### config.mk
export PLATFORM = sky130hd
export DESIGN_NAME = qerv_alu_seq_flat
export DESIGN_NICKNAME = d
export VERILOG_FILES = /design/src/rtl/qerv_alu_pkg.sv /design/src/rtl/qerv_alu_seq_if.sv /design/src/rtl/qerv_alu_slice.sv /design/src/rtl/qerv_alu_seq.sv /design/src/flat_wrapper.sv
export SDC_FILE = /design/constraint.sdc
export NUM_CORES = 1
export LEC_CHECK = 0
export CAP_MARGIN = 20
export CORE_MARGIN = 3
export CORE_UTILIZATION = 35
export DETAILED_ROUTE_END_ITERATION = 10
export PLACE_DENSITY_LB_ADDON = 0.25
export SLEW_MARGIN = 20
export SYNTH_ARGS = -nofsm -noshare
export SYNTH_HDL_FRONTEND = slang
export SYNTH_SLANG_ARGS = --single-unit
### constraint.sdc
create_clock -name clk -period 2.44 [get_ports clk]
set_input_delay 0.488 -clock clk [delete_from_list [all_inputs] [get_ports clk]]
set_output_delay 0.488 -clock clk [all_outputs]
set_load 0.01 [all_outputs]
### src/rtl/qerv_alu_pkg.sv
// qerv_alu_pkg: op codes, FSM states and sizing helpers shared by qerv_alu_seq.
// The MIN/MAX codes are always reserved here. They are decoded only when
// QERV_ALU_MINMAX_EN is defined.
package qerv_alu_pkg;

  typedef enum logic [3:0] {
    OpAdd  = 4'd0,
    OpSub  = 4'd1,
    OpXor  = 4'd2,
    OpOr   = 4'd3,
    OpAnd  = 4'd4,
    OpEq   = 4'd5,
    OpSlt  = 4'd6,
    OpSltu = 4'd7,
    OpMin  = 4'd8,
    OpMax  = 4'd9,
    OpMinu = 4'd10,
    OpMaxu = 4'd11
  } alu_op_e;

  typedef enum logic [1:0] {
    StIdle,
    StPass1,
    StPass2,
    StDone
  } alu_state_e;

  // Number of beats per operand word.
  function automatic int unsigned beats_f(int unsigned xlen, int unsigned w);
    return xlen / w;
  endfunction

  // Beat counter width; never narrower than one bit, even for a single-beat word.
  function automatic int unsigned cnt_width_f(int unsigned n);
    return (n > 1) ? $clog2(n) : 1;
  endfunction

endpackage

### src/rtl/qerv_alu_seq_if.sv
// qerv_alu_seq_if: beat-stream and start/done handshake between the core control
// and the sequenced ALU.
interface qerv_alu_seq_if #(
  parameter int unsigned W = 4
) ();
  logic         i_start;
  logic [3:0]   i_op;
  logic         i_en;
  logic [W-1:0] i_rs1;
  logic [W-1:0] i_op_b;
  logic [W-1:0] o_rd;
  logic         o_rd_valid;
  logic         o_cmp;
  logic         o_busy;
  logic         o_done;

  modport master (
    output i_start, i_op, i_en, i_rs1, i_op_b,
    input  o_rd, o_rd_valid, o_cmp, o_busy, o_done
  );

  modport slave (
    input  i_start, i_op, i_en, i_rs1, i_op_b,
    output o_rd, o_rd_valid, o_cmp, o_busy, o_done
  );
endinterface

### src/rtl/qerv_alu_slice.sv
// qerv_alu_slice: W-bit combinational slice. It provides an adder/subtractor with
// carry in and out, the boolean ops, and an equality (zero) detect.
module qerv_alu_slice #(
  parameter int unsigned W = 4
) (
  input  logic [W-1:0] a_i,
  input  logic [W-1:0] b_i,
  input  logic         cin_i,
  input  logic         sub_i,
  output logic [W-1:0] sum_o,
  output logic         cout_o,
  output logic [W-1:0] xor_o,
  output logic [W-1:0] or_o,
  output logic [W-1:0] and_o,
  output logic         zero_o
);
  logic [W:0] total;

  // Subtraction uses the inverted operand. The caller seeds the carry with 1.
  always_comb begin
    total  = {1'b0, a_i} + {1'b0, b_i ^ {W{sub_i}}} + {{W{1'b0}}, cin_i};
    sum_o  = total[W-1:0];
    cout_o = total[W];
    xor_o  = a_i ^ b_i;
    or_o   = a_i | b_i;
    and_o  = a_i & b_i;
    zero_o = ~|(a_i ^ b_i);
  end
endmodule

### src/rtl/qerv_alu_seq.sv
// qerv_alu_seq: self-sequencing bit-slice ALU. It consumes XLEN/W beats per
// operand, LSB beat first. Compare ops (and MIN/MAX when QERV_ALU_MINMAX_EN is
// defined) run a second pass that streams the word-dependent result.
module qerv_alu_seq
  import qerv_alu_pkg::*;
#(
  parameter int unsigned W    = 4,
  parameter int unsigned XLEN = 32
) (
  input logic           clk,
  input logic           i_rst,
  qerv_alu_seq_if.slave bus
);
  localparam int unsigned N    = beats_f(XLEN, W);
  localparam int unsigned CntW = cnt_width_f(N);
  localparam logic [CntW-1:0] LastCnt = CntW'(N - 1);

  alu_state_e    state_q, state_d;
  logic [CntW-1:0] cnt_q, cnt_d;
  logic [3:0]    op_q, op_d;
  logic          cy_q, cy_d;
  logic          eq_q, eq_d;
  logic          cmp_q, cmp_d;

  logic [W-1:0]  slice_sum, slice_xor, slice_or, slice_and, slice_res;
  logic          slice_cout, slice_zero;
  logic          last_beat, lt_now;
  logic [W-1:0]  pass2_beat, rd;
  logic          rd_valid;

  function automatic logic is_signed_lt(logic [3:0] op);
`ifdef QERV_ALU_MINMAX_EN
    return (op == OpSlt) || (op == OpMin) || (op == OpMax);
`else
    return op == OpSlt;
`endif
  endfunction

  function automatic logic is_unsigned_lt(logic [3:0] op);
`ifdef QERV_ALU_MINMAX_EN
    return (op == OpSltu) || (op == OpMinu) || (op == OpMaxu);
`else
    return op == OpSltu;
`endif
  endfunction

  function automatic logic is_lt_op(logic [3:0] op);
    return is_signed_lt(op) || is_unsigned_lt(op);
  endfunction

  function automatic logic is_single_out(logic [3:0] op);
    return (op == OpAdd) || (op == OpSub) || (op == OpXor) || (op == OpOr) || (op == OpAnd);
  endfunction

  qerv_alu_slice #(
    .W(W)
  ) u_slice (
    .a_i   (bus.i_rs1),
    .b_i   (bus.i_op_b),
    .cin_i (cy_q),
    .sub_i (op_q == OpSub || is_lt_op(op_q)),
    .sum_o (slice_sum),
    .cout_o(slice_cout),
    .xor_o (slice_xor),
    .or_o  (slice_or),
    .and_o (slice_and),
    .zero_o(slice_zero)
  );

  assign last_beat = (cnt_q == LastCnt);

  // Select the single-pass result beat and form the whole-word less-than on the top beat.
  always_comb begin
    slice_res = slice_sum;
    case (op_q)
      OpXor:   slice_res = slice_xor;
      OpOr:    slice_res = slice_or;
      OpAnd:   slice_res = slice_and;
      default: slice_res = slice_sum;
    endcase
    // Bit XLEN of the sign-extended difference: rs1_msb + ~opb_msb + carry-out.
    if (is_signed_lt(op_q)) begin
      lt_now = bus.i_rs1[W-1] ^ ~bus.i_op_b[W-1] ^ slice_cout;
    end else begin
      lt_now = ~slice_cout;
    end
  end

`ifdef QERV_ALU_MINMAX_EN
  logic [XLEN-1:0] buf_a_q, buf_a_d, buf_b_q, buf_b_d;
  logic            pick_a;

  // MIN takes rs1 when lt. MAX takes rs1 when not lt.
  assign pick_a = cmp_q ^ ((op_q == OpMax) || (op_q == OpMaxu));

  // Capture operands LSB-first in PASS1. Stream them out LSB-first in PASS2.
  always_comb begin
    buf_a_d = buf_a_q;
    buf_b_d = buf_b_q;
    if (bus.i_en && state_q == StPass1) begin
      buf_a_d = {bus.i_rs1, buf_a_q[XLEN-1:W]};
      buf_b_d = {bus.i_op_b, buf_b_q[XLEN-1:W]};
    end else if (bus.i_en && state_q == StPass2) begin
      buf_a_d = buf_a_q >> W;
      buf_b_d = buf_b_q >> W;
    end
  end

  // Operand buffer registers.
  always_ff @(posedge clk) begin
    if (i_rst) begin
      buf_a_q <= '0;
      buf_b_q <= '0;
    end else begin
      buf_a_q <= buf_a_d;
      buf_b_q <= buf_b_d;
    end
  end
`endif

  // PASS2 beat: the set-less-than word is {0..., lt}. MIN/MAX stream the selected buffer.
  always_comb begin
    pass2_beat = (cnt_q == '0) ? W'(cmp_q) : '0;
`ifdef QERV_ALU_MINMAX_EN
    if (is_lt_op(op_q) && op_q != OpSlt && op_q != OpSltu) begin
      pass2_beat = pick_a ? buf_a_q[W-1:0] : buf_b_q[W-1:0];
    end
`endif
  end

  // Sequencer next state and result beat.
  always_comb begin
    state_d  = state_q;
    cnt_d    = cnt_q;
    op_d     = op_q;
    cy_d     = cy_q;
    eq_d     = eq_q;
    cmp_d    = cmp_q;
    rd_valid = 1'b0;
    rd       = '0;
    unique case (state_q)
      StIdle: begin
        // i_en in the start cycle is ignored. Beat 0 arrives on a later cycle.
        if (bus.i_start) begin
          state_d = StPass1;
          op_d    = bus.i_op;
          cnt_d   = '0;
          cy_d    = (bus.i_op == OpSub) || is_lt_op(bus.i_op) || (bus.i_op == OpEq);
          eq_d    = 1'b1;
        end
      end
      StPass1: begin
        if (bus.i_en) begin
          cnt_d = last_beat ? '0 : cnt_q + CntW'(1);
          cy_d  = slice_cout;
          eq_d  = eq_q & slice_zero;
          if (is_single_out(op_q)) begin
            rd_valid = 1'b1;
            rd       = slice_res;
          end
          if (last_beat) begin
            if (op_q == OpEq) begin
              cmp_d = eq_q & slice_zero;
            end else if (is_lt_op(op_q)) begin
              cmp_d = lt_now;
            end else begin
              cmp_d = 1'b0;
            end
            state_d = is_lt_op(op_q) ? StPass2 : StDone;
          end
        end
      end
      StPass2: begin
        if (bus.i_en) begin
          cnt_d    = last_beat ? '0 : cnt_q + CntW'(1);
          rd_valid = 1'b1;
          rd       = pass2_beat;
          if (last_beat) begin
            state_d = StDone;
          end
        end
      end
      StDone: begin
        state_d = StIdle;
      end
      default: begin
        state_d = StIdle;
      end
    endcase
  end

  // Sequencer state registers.
  always_ff @(posedge clk) begin
    if (i_rst) begin
      state_q <= StIdle;
      cnt_q   <= '0;
      op_q    <= 4'(OpAdd);
      cy_q    <= 1'b0;
      eq_q    <= 1'b0;
      cmp_q   <= 1'b0;
    end else begin
      state_q <= state_d;
      cnt_q   <= cnt_d;
      op_q    <= op_d;
      cy_q    <= cy_d;
      eq_q    <= eq_d;
      cmp_q   <= cmp_d;
    end
  end

  // Suppress result beats in the reset cycle so an abort never writes rd.
  always_comb begin
    bus.o_rd_valid = rd_valid & ~i_rst;
    bus.o_rd       = bus.o_rd_valid ? rd : '0;
    bus.o_cmp      = cmp_q;
    bus.o_busy     = (state_q != StIdle);
    bus.o_done     = (state_q == StDone);
  end
endmodule

### src/flat_wrapper.sv
// flat-port wrapper written by rule: the top's interface ports become plain ports
module qerv_alu_seq_flat import qerv_alu_pkg::*;
#(
  parameter int unsigned W    = 4,
  parameter int unsigned XLEN = 32
)
  (clk, i_rst, bus_i_start, bus_i_op, bus_i_en, bus_i_rs1, bus_i_op_b, bus_o_rd, bus_o_rd_valid, bus_o_cmp, bus_o_busy, bus_o_done);
  qerv_alu_seq_if #(.W(W)) bus_i ();
  input logic clk;
  input logic i_rst;
  input wire logic [$bits(bus_i.i_start)-1:0] bus_i_start;
  input wire logic [$bits(bus_i.i_op)-1:0] bus_i_op;
  input wire logic [$bits(bus_i.i_en)-1:0] bus_i_en;
  input wire logic [$bits(bus_i.i_rs1)-1:0] bus_i_rs1;
  input wire logic [$bits(bus_i.i_op_b)-1:0] bus_i_op_b;
  output wire logic [$bits(bus_i.o_rd)-1:0] bus_o_rd;
  output wire logic [$bits(bus_i.o_rd_valid)-1:0] bus_o_rd_valid;
  output wire logic [$bits(bus_i.o_cmp)-1:0] bus_o_cmp;
  output wire logic [$bits(bus_i.o_busy)-1:0] bus_o_busy;
  output wire logic [$bits(bus_i.o_done)-1:0] bus_o_done;
  assign bus_i.i_start = bus_i_start;
  assign bus_i.i_op = bus_i_op;
  assign bus_i.i_en = bus_i_en;
  assign bus_i.i_rs1 = bus_i_rs1;
  assign bus_i.i_op_b = bus_i_op_b;
  assign bus_o_rd = bus_i.o_rd;
  assign bus_o_rd_valid = bus_i.o_rd_valid;
  assign bus_o_cmp = bus_i.o_cmp;
  assign bus_o_busy = bus_i.o_busy;
  assign bus_o_done = bus_i.o_done;
  qerv_alu_seq #(.W(W), .XLEN(XLEN)) u_core (.clk(clk), .i_rst(i_rst), .bus(bus_i));
endmodule
; ---- Yosys cells after proc, flatten, opt, wreduce, memory -nomap -nowiden
; Index checks and enable logic that the tools add are counted.
; W data, S select, Z words.
[totals]
regBits = 12
in_bits = 16
out_inout_bits = 8
wordCells = 95
[op_classes]
addsub = 3
n_eq_ne = 21
n_mux = 31
bitwise_logic = 11
n_reduce_logical = 23
[op_table]
columns = op, count
row1 = $eq A4 B3 Y1 const B, 7
row2 = $mux W4, 4
row3 = $mux W1, 12
row4 = $pmux W4 S3, 1
row5 = $mux W2, 5
row6 = $logic_or A1 B1 Y1, 9
row7 = $mux W3, 3
row8 = $reduce_and A3 Y1, 3
row9 = $eq A4 B1 Y1 const B, 2
row10 = $eq A4 B2 Y1 const B, 2
row11 = $pmux W2 S4, 1
row12 = $pmux W4 S2, 1
row13 = $xor A4 B4 Y4, 2
row14 = $ne A2 B1 Y1 const B, 3
row15 = $ne A2 B2 Y1 const B, 3
row16 = $pmux W1 S2, 3
row17 = $pmux W3 S2, 1
row18 = $reduce_bool A2 Y1, 3
row19 = $add A4 B4 Y5, 1
row20 = $add A5 B1 Y5, 1
row21 = $reduce_and A5 Y1, 1
row22 = $and A4 B4 Y4, 1
row23 = $eq A2 B2 Y1 const B, 2
row24 = $logic_not A4 Y1, 1
row25 = 13 further kinds, 17

; ---- Logic depth before layout (Yosys ltp)
; Gate-level depths: netlist (run 1).
[logic_depth]
ltp_word = 11
ltp_mapped = 11
depth_no_buf = 11

; ---- By module
; A second synthesis (run 1) with hierarchy kept.
[unflattened]
hier_cells = 158
hier_area_um2 = 1283.7
[modules_own_cells]
columns = module, n_inst, cells_per_inst, area_each_um2, seq_area_each_um2
row1 = qerv_alu_seq, 1, 119, 960.9, 240.2
row2 = qerv_alu_slice, 1, 39, 322.8, 0.0

; ---- Least setup slack after synthesis (run 1)
; No wires, ideal clock.
[synth_timing]
path_type = reg2out
startpoint = register u_core.op_q[0]
endpoint = output port bus_o_rd[1]
arrival_ns = 2.175
t_required_ns = 1.952
setup_slack_ns = -0.223
stages_incl_launch_ff = 10
n_path_buf = 0
cell_sequence = dfxtp_1 nor3b_1 a21oi_1 nor2_2 xnor2_1 fa_1 fa_1 nor3_1 a221oi_1 nor2_1
[synth_via]
elab_chain_len = 11
elab_cells_between_ends = 25
classes_between = add/sub: 2 / eq/ne: 6 / mux: 8 / bitwise: 2 / reduce/logical: 7
[synth_lines]
columns = item, line_no
row1 = from (decl), qerv_alu_seq.sv:20  ; logic [3:0] op_q, op_d;
row2 = from (signal assigned), qerv_alu_seq.sv:197  ; op_q <= 4'(OpAdd);
row3 = from (signal assigned), qerv_alu_seq.sv:204  ; op_q <= op_d;
row4 = $eq A4 B3 Y1 (on tied branches), "qerv_alu_seq.sv:35, qerv_alu_seq.sv:43"
row5 = $logic_or A1 B1 Y1, qerv_alu_seq.sv:48  ; return is_signed_lt(op) || is_unsigned_lt(op);
row6 = $logic_or A1 B1 Y1, qerv_alu_seq.sv:61  ; .sub_i (op_q == OpSub || is_lt_op(op_q)),
row7 = $xor A4 B4 Y4, qerv_alu_slice.sv:21  ; total = {1'b0, a_i} + {1'b0, b_i ^ {W{sub_i}}} + {{W{1'b0}}, cin_i};
row8 = $add A4 B4 Y5, qerv_alu_slice.sv:21
row9 = $add A5 B1 Y5, qerv_alu_slice.sv:21
row10 = $pmux W4 S3, qerv_alu_seq.sv:75  ; case (op_q)
row11 = $mux W4, qerv_alu_seq.sv:157  ; if (is_single_out(op_q)) begin
row12 = $mux W4, qerv_alu_seq.sv:153  ; if (bus.i_en) begin
row13 = $pmux W4 S2, qerv_alu_seq.sv:141  ; unique case (state_q)
row14 = $mux W4 (*), qerv_alu_seq.sv:214  ; bus.o_rd = bus.o_rd_valid ? rd : '0;
row15 = to (decl), flat_wrapper.sv:16  ; output wire logic [$bits(bus_i.o_rd)-1:0] bus_o_rd;
; Every way passes the cells marked *; elsewhere a longest branch is shown, timed or not.

; ---- Worst setup path after layout (run 1)
[layout_timing]
startpoint = register u_core.op_q[2]
endpoint = output port bus_o_rd[1]
; Same word-level chain as after synthesis.

==> summary.txt, run 1 <==
Global route
  • Maximum number of pins on one net before global-route repair: 13
  • GR Overflow Total: 0
  • Vias in the first global route: 1374
  • Initial antenna violation count: 0
  • First-pass GRT wire length: approximately 5900 microns
  • GRT Total Usage: about 17%

Synth
  • Top_reg_cell synth: dfxtp_1
  • Yosys top cell by area: dfxtp_1
  • Syn nets: about 200
  • Area share of the largest cell type after synthesis: a little under 20%
  • Distinct cells, synth: 42
  • Share of flip-flops with an asynchronous set or reset: 0%
  • Post-synth EDFFs: 0
  • Sequential share of the synthesized area: between 10% and 20%
  • Post-Synthesis Cells: about 160
  • Syn Area/Cell: a little under 8 sq um
  • Synth top area cells: dfxtp_1, ha_1, a21oi_1
  • Seq cells post-synth: 12
  • Ys Warns: 0
  • Post-Syn Area: 1250 sq um

Cells and area
  • Area Overhead vs Synth: 47.9%
  • Final #Nets: 250
  • Filler cell count in the final layout: ~320
  • Antenna Diode Count: 0
  • Share of post-route cells with drive strength above 1: about 28%

Power
  • Net Sw Power: approximately 650 uW
  • Flop pwr share: approximately 19%
  • Final total power: between 1500 and 2000 uW
  • Internal: 874 uW
  • Combinational fraction of design power: a little over two thirds
  • Leak: approximately 0.00085 uW
  • Clock share of power: 10.6%
  • PwrDens: roughly 830 nW/um^2
  • Max VDD drop: 0.534 mV
  • Switching share of power: ~43%

Floorplan
  • # IOs: 24
  • Die area: about 4300 sq um
  • Effective utilization at floorplan: around 37%
  • Die X: 65.7 microns
  • Core area: ~3400 sq um
  • Die H: 65.7 microns
  • Site row count: 21

Clock tree
  • H-tree lvl count: 1
  • Root buffer cell: clkbuf_4
  • Worst-skew pair later-pin latency: 0.28 ns
  • CTS buffer count: 3
  • CTS hold repair buffers: 0
  • CTS clk-pin slew, worst paths: around 0.080 ns
  • Clk buf depth: 2
  • CTS tree: yes
  • CTS sink count: 12

Detailed routing
  • Routed Antenna Nets: 0
  • DR top layer: met4
  • Vias after detailed routing: 1306
  • Routed wire length: 3250 microns
  • Routed wire length per instance: 12.6 microns
  • Routed length on met2: 1660 microns
  • Number of remaining DRC errors: 0
  • DR WL met3: 137 microns
  • Drt first pass iters: 4
  • Vias per inst: between 5 and 6
  • Routed length on met1: 1400 microns
  • Iteration-0 DRC Markers: 66

Setup path
  • Arrival time at the worst endpoint: roughly 2.4 ns
  • Worst Path Max Fanout: 4
  • Setup CP Type: reg -> out
  • Req. time, crit path: around 2.0 ns
  • Crit. End Element: output port
  • CP Launch Type: flip-flop

Placement
  • DP Worst Slack: -0.812 ns
  • Port bufs: 23
  • Dpl hpwl: 2560 microns
  • GP Congestion: between 0.8 and 0.9

Timing
  • Max Freq: around 340 MHz
  • Tcrit/Tclk final: 119%
  • Final hold slack: 0.496 ns
  • Clock Skew: ~0.0090 ns
  • Setup ws final: -0.475 ns
  • Setup TNS: -1.56 ns
  • Relative slew slack: 80.8%
  • # setup viols final: 5
  • Max Slew Vio Count: 0
  • Least-Margin Pin Slew: approximately 0.29 ns
  • Final Hold Viols: 0
  • Crit path time final: roughly 2.9 ns
  • Unrepaired setup endpoints after global routing: true

Hold path
  • Hold Crit Class: reg -> reg

Flow run
  • Max-Cap Viols: 0

Status
  • Outcome: complete, but fails checks
  • Failing checks: setup timing
cell families after synthesis:
family / Yosys count / synth area share, %
simple gates: 55 / 25.7
compound gates: 39 / 18.9
buf+inv: 22 / 7.31
fa+ha+maj: 21 / 22.2
flops: 12 / 19.2
xor+xnor: 6 / 4.21
mux: 3 / 2.40
power by group through the flow:
stage          Combinational (uW)  Sequential, uW  Clock [uW]
6_report                     1070             294         162
5_1_grt                      1190             302         181
4_1_cts                      1050             292         167
3_5_place_dp                  994             296           0
3_3_place_gp                  968             293           0
2_1_floorplan                 612             305           0
layout by cell type (no fill, tap or decap), types with 3 or more instances in the layout:
| master | netlist | layout |
|---|---|---|
| nor2_1 | 14 | 14 |
| nand3_1 | 6 | 5 |
| buf_4 | 2 | 31 |
| ha_1 | 19 | 19 |
| dfxtp_1 | 12 | 9 |
| nand2_1 | 9 | 9 |
| nand2b_1 | 7 | 5 |
| clkdlybuf4s50_1 | 0 | 17 |
| xnor2_1 | 5 | 4 |
| inv_1 | 17 | 16 |
| buf_2 | 0 | 4 |
| nor3_1 | 3 | 3 |
| a21oi_2 | 0 | 3 |
| mux2i_1 | 3 | 3 |
| a21oi_1 | 23 | 18 |
| clkbuf_4 | 0 | 3 |
registers in the layout, indices dropped and copies added (netlist names):
| register | flops |
|---|---|
| u_core.op_q | 4 |
| u_core.cnt_q | 3 |
| u_core.state_q | 2 |
| u_core.bus.o_cmp | 1 |
| u_core.cy_q | 1 |
| u_core.eq_q | 1 |
repair_timing:
item / CTS / global route
buffers inserted: 1 / 0
gates resized for setup: 26 / 5
gates cloned: 0 / 0
setup endpoints to repair: 7 / 6
pin swaps: 8 / 7
cells in the mapped netlist, drive strengths merged, types with 2 or more instances:
master,count
nor3b,4
fa,2
ha,19
nor3,4
clkbuf,3
nand2,9
nand3,6
xnor2,5
nand2b,7
nor2,15
buf,2
nand3b,2
a21oi,23
inv,17
mux2i,3
a22oi,2
dfxtp,12
o21ai,3
a221oi,2
final cells by class:
type / instances / area (sq um) / area share (%)
Clock buffer: 4 / 36.3 / 1.96
Inverter: 17 / 63.8 / 3.46
Multi-Input combinational cell: 124 / 991 / 53.7
Sequential cell: 12 / 246 / 13.3
Tap cell: 46 / 57.6 / 3.12
Timing Repair Buffer: 55 / 452 / 24.5
final timing paths:
path	slack, ns	cells past startpoint	to	from
hold reg to reg	0.50	2	u_core.cnt_q[1]$_SDFFE_PP0P_	u_core.cnt_q[1]$_SDFFE_PP0P_
setup / recovery	-0.47	10	bus_o_rd[1]	u_core.op_q[2]$_SDFFE_PP0P_
setup reg to reg	-0.09	12	u_core.bus.o_cmp$_SDFFE_PP0P_	u_core.op_q[2]$_SDFFE_PP0P_
hold / removal	0.50	2	u_core.cnt_q[1]$_SDFFE_PP0P_	u_core.cnt_q[1]$_SDFFE_PP0P_
per-stage QoR:
| step | cells | util (%) | area [sq um] |
|---|---|---|---|
| 2_1_floorplan | 158 | - | 1270 |
| 5_1_grt | 258 | 54.5 | 1850 |
| 3_5_place_dp | 253 | 51.9 | 1760 |
| 4_1_cts | 258 | 53.8 | 1820 |
| 6_report | 258 | 54.5 | 1850 |
| 3_3_place_gp | 253 | 51.9 | 1760 |
metal layers:
| layer | GRT usage, % | vias to the layer above |
|---|---|---|
| li1 | - | 662 |
| met1 | 20.2 | 605 |
| met2 | 31.3 | 33 |
| met3 | 3.76 | 6 |
| met4 | 4.40 | 0 |
| met5 | 0 | - |
worst max-delay path, cell delays in order (launching register included):
cell and delay [ns]:
dfxtp_4 0.36, nor3b_2 0.19, a21oi_2 0.06, nor2_4 0.14, xnor2_2 0.09, fa_2 0.35, fa_1 0.48, nor3_1 0.04
a221oi_1 0.21, nor2_1 0.06, buf_2 0.14
Power figures use the tool's default switching activity.
==> inputs of run 2 (changes only) <==
--- a/config.mk
+++ b/config.mk
@@ -9,7 +9,6 @@
 export CORE_MARGIN = 3
 export CORE_UTILIZATION = 35
 export DETAILED_ROUTE_END_ITERATION = 10
-export PLACE_DENSITY_LB_ADDON = 0.25
 export SLEW_MARGIN = 20
 export SYNTH_ARGS = -nofsm -noshare
 export SYNTH_HDL_FRONTEND = slang
==> run 2 against run 1 <==
The flow still finishes with violations (setup timing); die area did not move; clock power fell by 29%; sequential cell count did not move; first-iteration DRC count fell by 33%; register-to-register slack improved by 0.12 ns; maximum frequency rose by 0.47%; final cell count fell by 2.7%; hold slack got worse by 0.00050 ns; power fell by 3.4%; sequential power barely moved; highest routed layer is now met3; clock-buffer cell count fell by 1.
==> summary.txt, run 2 (same netlist as run 1, synthesis figures left out) <==
Status
  • Outcome: complete, but fails checks
  • Failing checks: setup timing

Detailed routing
  • Routed Antenna Nets: 0
  • Drt first pass iters: 4
  • Vias per inst: roughly 5
  • Number of remaining DRC errors: 0
  • Routed wire length per instance: around 12 microns
  • Routed wire length: between 3000 and 4000 microns
  • Vias after detailed routing: approximately 1300
  • Iteration-0 DRC Markers: 44

Cells and area
  • Largest Register: u_core.op_q
  • Share of post-route cells with drive strength above 1: ~29%
  • Most frequent cells in the layout: buf_4, ha_1, a21oi_1, inv_1, clkdlybuf4s50_1
  • Multi-input logic area: just over 1000 sq um
  • Reg area: ~240 sq um
  • Commonest non-fill, non-tap cell in the layout: buf_4
  • Final #Nets: 244
  • Largest regs: u_core.op_q: 4 flops, u_core.cnt_q: 3 flops, u_core.state_q: 2 flops
  • Final core utilization: between 50% and 60%
  • Filler cell count in the final layout: about 320
  • Area Overhead vs Synth: 45.6%
  • Antenna Diode Count: 0
  • Max FFs per register: 4

Clock tree
  • H-tree lvl count: 1
  • Root buffer cell: clkbuf_4
  • Worst-skew pair later-pin latency: about 0.26 ns
  • CTS buffer count: 3
  • CTS clk-pin slew, worst paths: ~0.070 ns
  • CTS sink count: 12
  • Clk buf depth: 2
  • CTS tree: yes

Power
  • PwrDens: 810 nW/um^2
  • Leak: just over 0.0008 uW
  • Final total power: approximately 1500 uW
  • Max VDD drop: roughly 0.52 mV

Hold path
  • Hold Crit Class: reg -> reg

Setup path
  • Arrival time at the worst endpoint: between 2 and 2.5 ns
  • Worst Path Max Fanout: 3
  • Crit. End Element: output port
  • CP Launch Type: flip-flop
  • Largest delay contributor family on the critical path: adder cells
  • CP cell instances: nor3b_2 > a21oi_2 > nor2_4 > xnor2_2 > fa_2 > fa_2 > nor3_1 > a221oi_2 > nor2_1 > buf_2
  • CP max stage cell: fa_2
  • Setup CP Type: reg -> out
  • Req. time, crit path: a little under 2 ns
  • Most Frequent Cell on Critical Path: fa_2
  • Buf/Inv on CP: 1
  • Delay of the slowest critical-path stage: around 0.53 ns

Timing
  • Crit path time final: roughly 2.9 ns
  • Clock Skew: ~0.00094 ns
  • Final hold slack: about 0.50 ns
  • # setup viols final: 4
  • Relative slew slack: around 70%
  • Max Freq: around 340 MHz
  • Final Hold Viols: 0
  • Setup ws final: -0.461 ns
  • Tcrit/Tclk final: 119%
  • Max Slew Vio Count: 0
  • Unrepaired setup endpoints after global routing: true
  • Least-Margin Pin Slew: roughly 0.47 ns

Floorplan
  • Die X: ~66 microns
  • Effective utilization at floorplan: between 30 and 40%
  • Die area: around 4300 sq um
  • Die H: 65.7 microns
  • Site row count: 21
  • # IOs: 24
  • Core area: roughly 3400 sq um

Global route
  • Initial antenna violation count: 0
  • GRT Total Usage: between 10% and 20%
  • First-pass GRT wire length: 5350 microns
  • GR Overflow Total: 0
  • Vias in the first global route: roughly 1200
  • Maximum number of pins on one net before global-route repair: 13

Flow run
  • Max-Cap Viols: 0

Placement
  • Port bufs: 23
  • Dpl hpwl: roughly 2500 microns
  • GP Congestion: between 0.8 and 0.9
## run 2: cell count changes in the layout (fill, tap and decap cells not counted), moves of 2 or more
cell	previous run	this run
buf_4	31	23
a21oi_2	3	6
buf_6	1	3
a21oi_1	18	16
## run 2: worst paths after layout
kind                                    start                       endpoint  slack (ns)  depth (start not counted)
hold reg to reg   u_core.op_q[1]$_SDFFE_PP0P_    u_core.op_q[1]$_SDFFE_PP0P_        0.50                          2
hold / removal    u_core.op_q[1]$_SDFFE_PP0P_    u_core.op_q[1]$_SDFFE_PP0P_        0.50                          2
setup reg to reg  u_core.op_q[2]$_SDFFE_PP0P_  u_core.bus.o_cmp$_SDFFE_PP0P_        0.03                         12
setup / recovery  u_core.op_q[2]$_SDFFE_PP0P_                    bus_o_rd[1]       -0.46                         10
## run 2: layout make-up
| cell class | count | area share [%] |
|---|---|---|
| flip-flops and latches | 12 | 13.4 |
| inverters | 17 | 3.51 |
| repair buffers | 49 | 22.5 |
| multi-input cells | 124 | 56.2 |
| clock buffers | 3 | 1.24 |
| well taps | 46 | 3.17 |
## run 2: layer usage
metal | wire length (microns) | GRT usage (%) | vias to the layer above
met5 | 0 | 0 | -
met4 | 0 | 1.55 | 0
met3 | 107 | 3.42 | 0
met2 | 1640 | 28.9 | 15
met1 | 1380 | 17.9 | 596
li1 | - | - | 649
## run 2: power breakdown
part           internal [uW]  total [uW]  switching (uW)
registers                253         294            41.5
clock network           57.1         115            58.1
logic                    520        1060             543
## run 2: worst reg2reg max path: stages, from the launching register on
cell	delay (ns)
dfxtp_2	0.34
nor3b_2	0.19
a21oi_2	0.06
nor2_4	0.14
xnor2_2	0.09
fa_2	0.36
fa_2	0.35
nand2b_4	0.16
buf_6	0.11
a21oi_4	0.16
xnor2_2	0.14
a21oi_2	0.08
nor3_1	0.16
## run 2: stage by stage
step / cell area (sq um) / setup WS [ns] / setup TNS (ns) / instances
after floorplan: 1270 / -0.130 / -0.130 / 158
after global placement: 1720 / -0.775 / -3.65 / 247
after detailed placement: 1720 / -0.831 / -3.99 / 247
after CTS: 1770 / -0.557 / -1.67 / 251
after global routing: 1820 / -0.626 / -2.02 / 251
final: 1820 / -0.461 / -1.36 / 251
## run 2: timing repair
action	CTS	global route
gates resized for setup	29	13
hold buffers	0	0
pin swaps	7	7
setup buffers	1	1
endpoints found under the setup margin	7	7
gates cloned	0	0
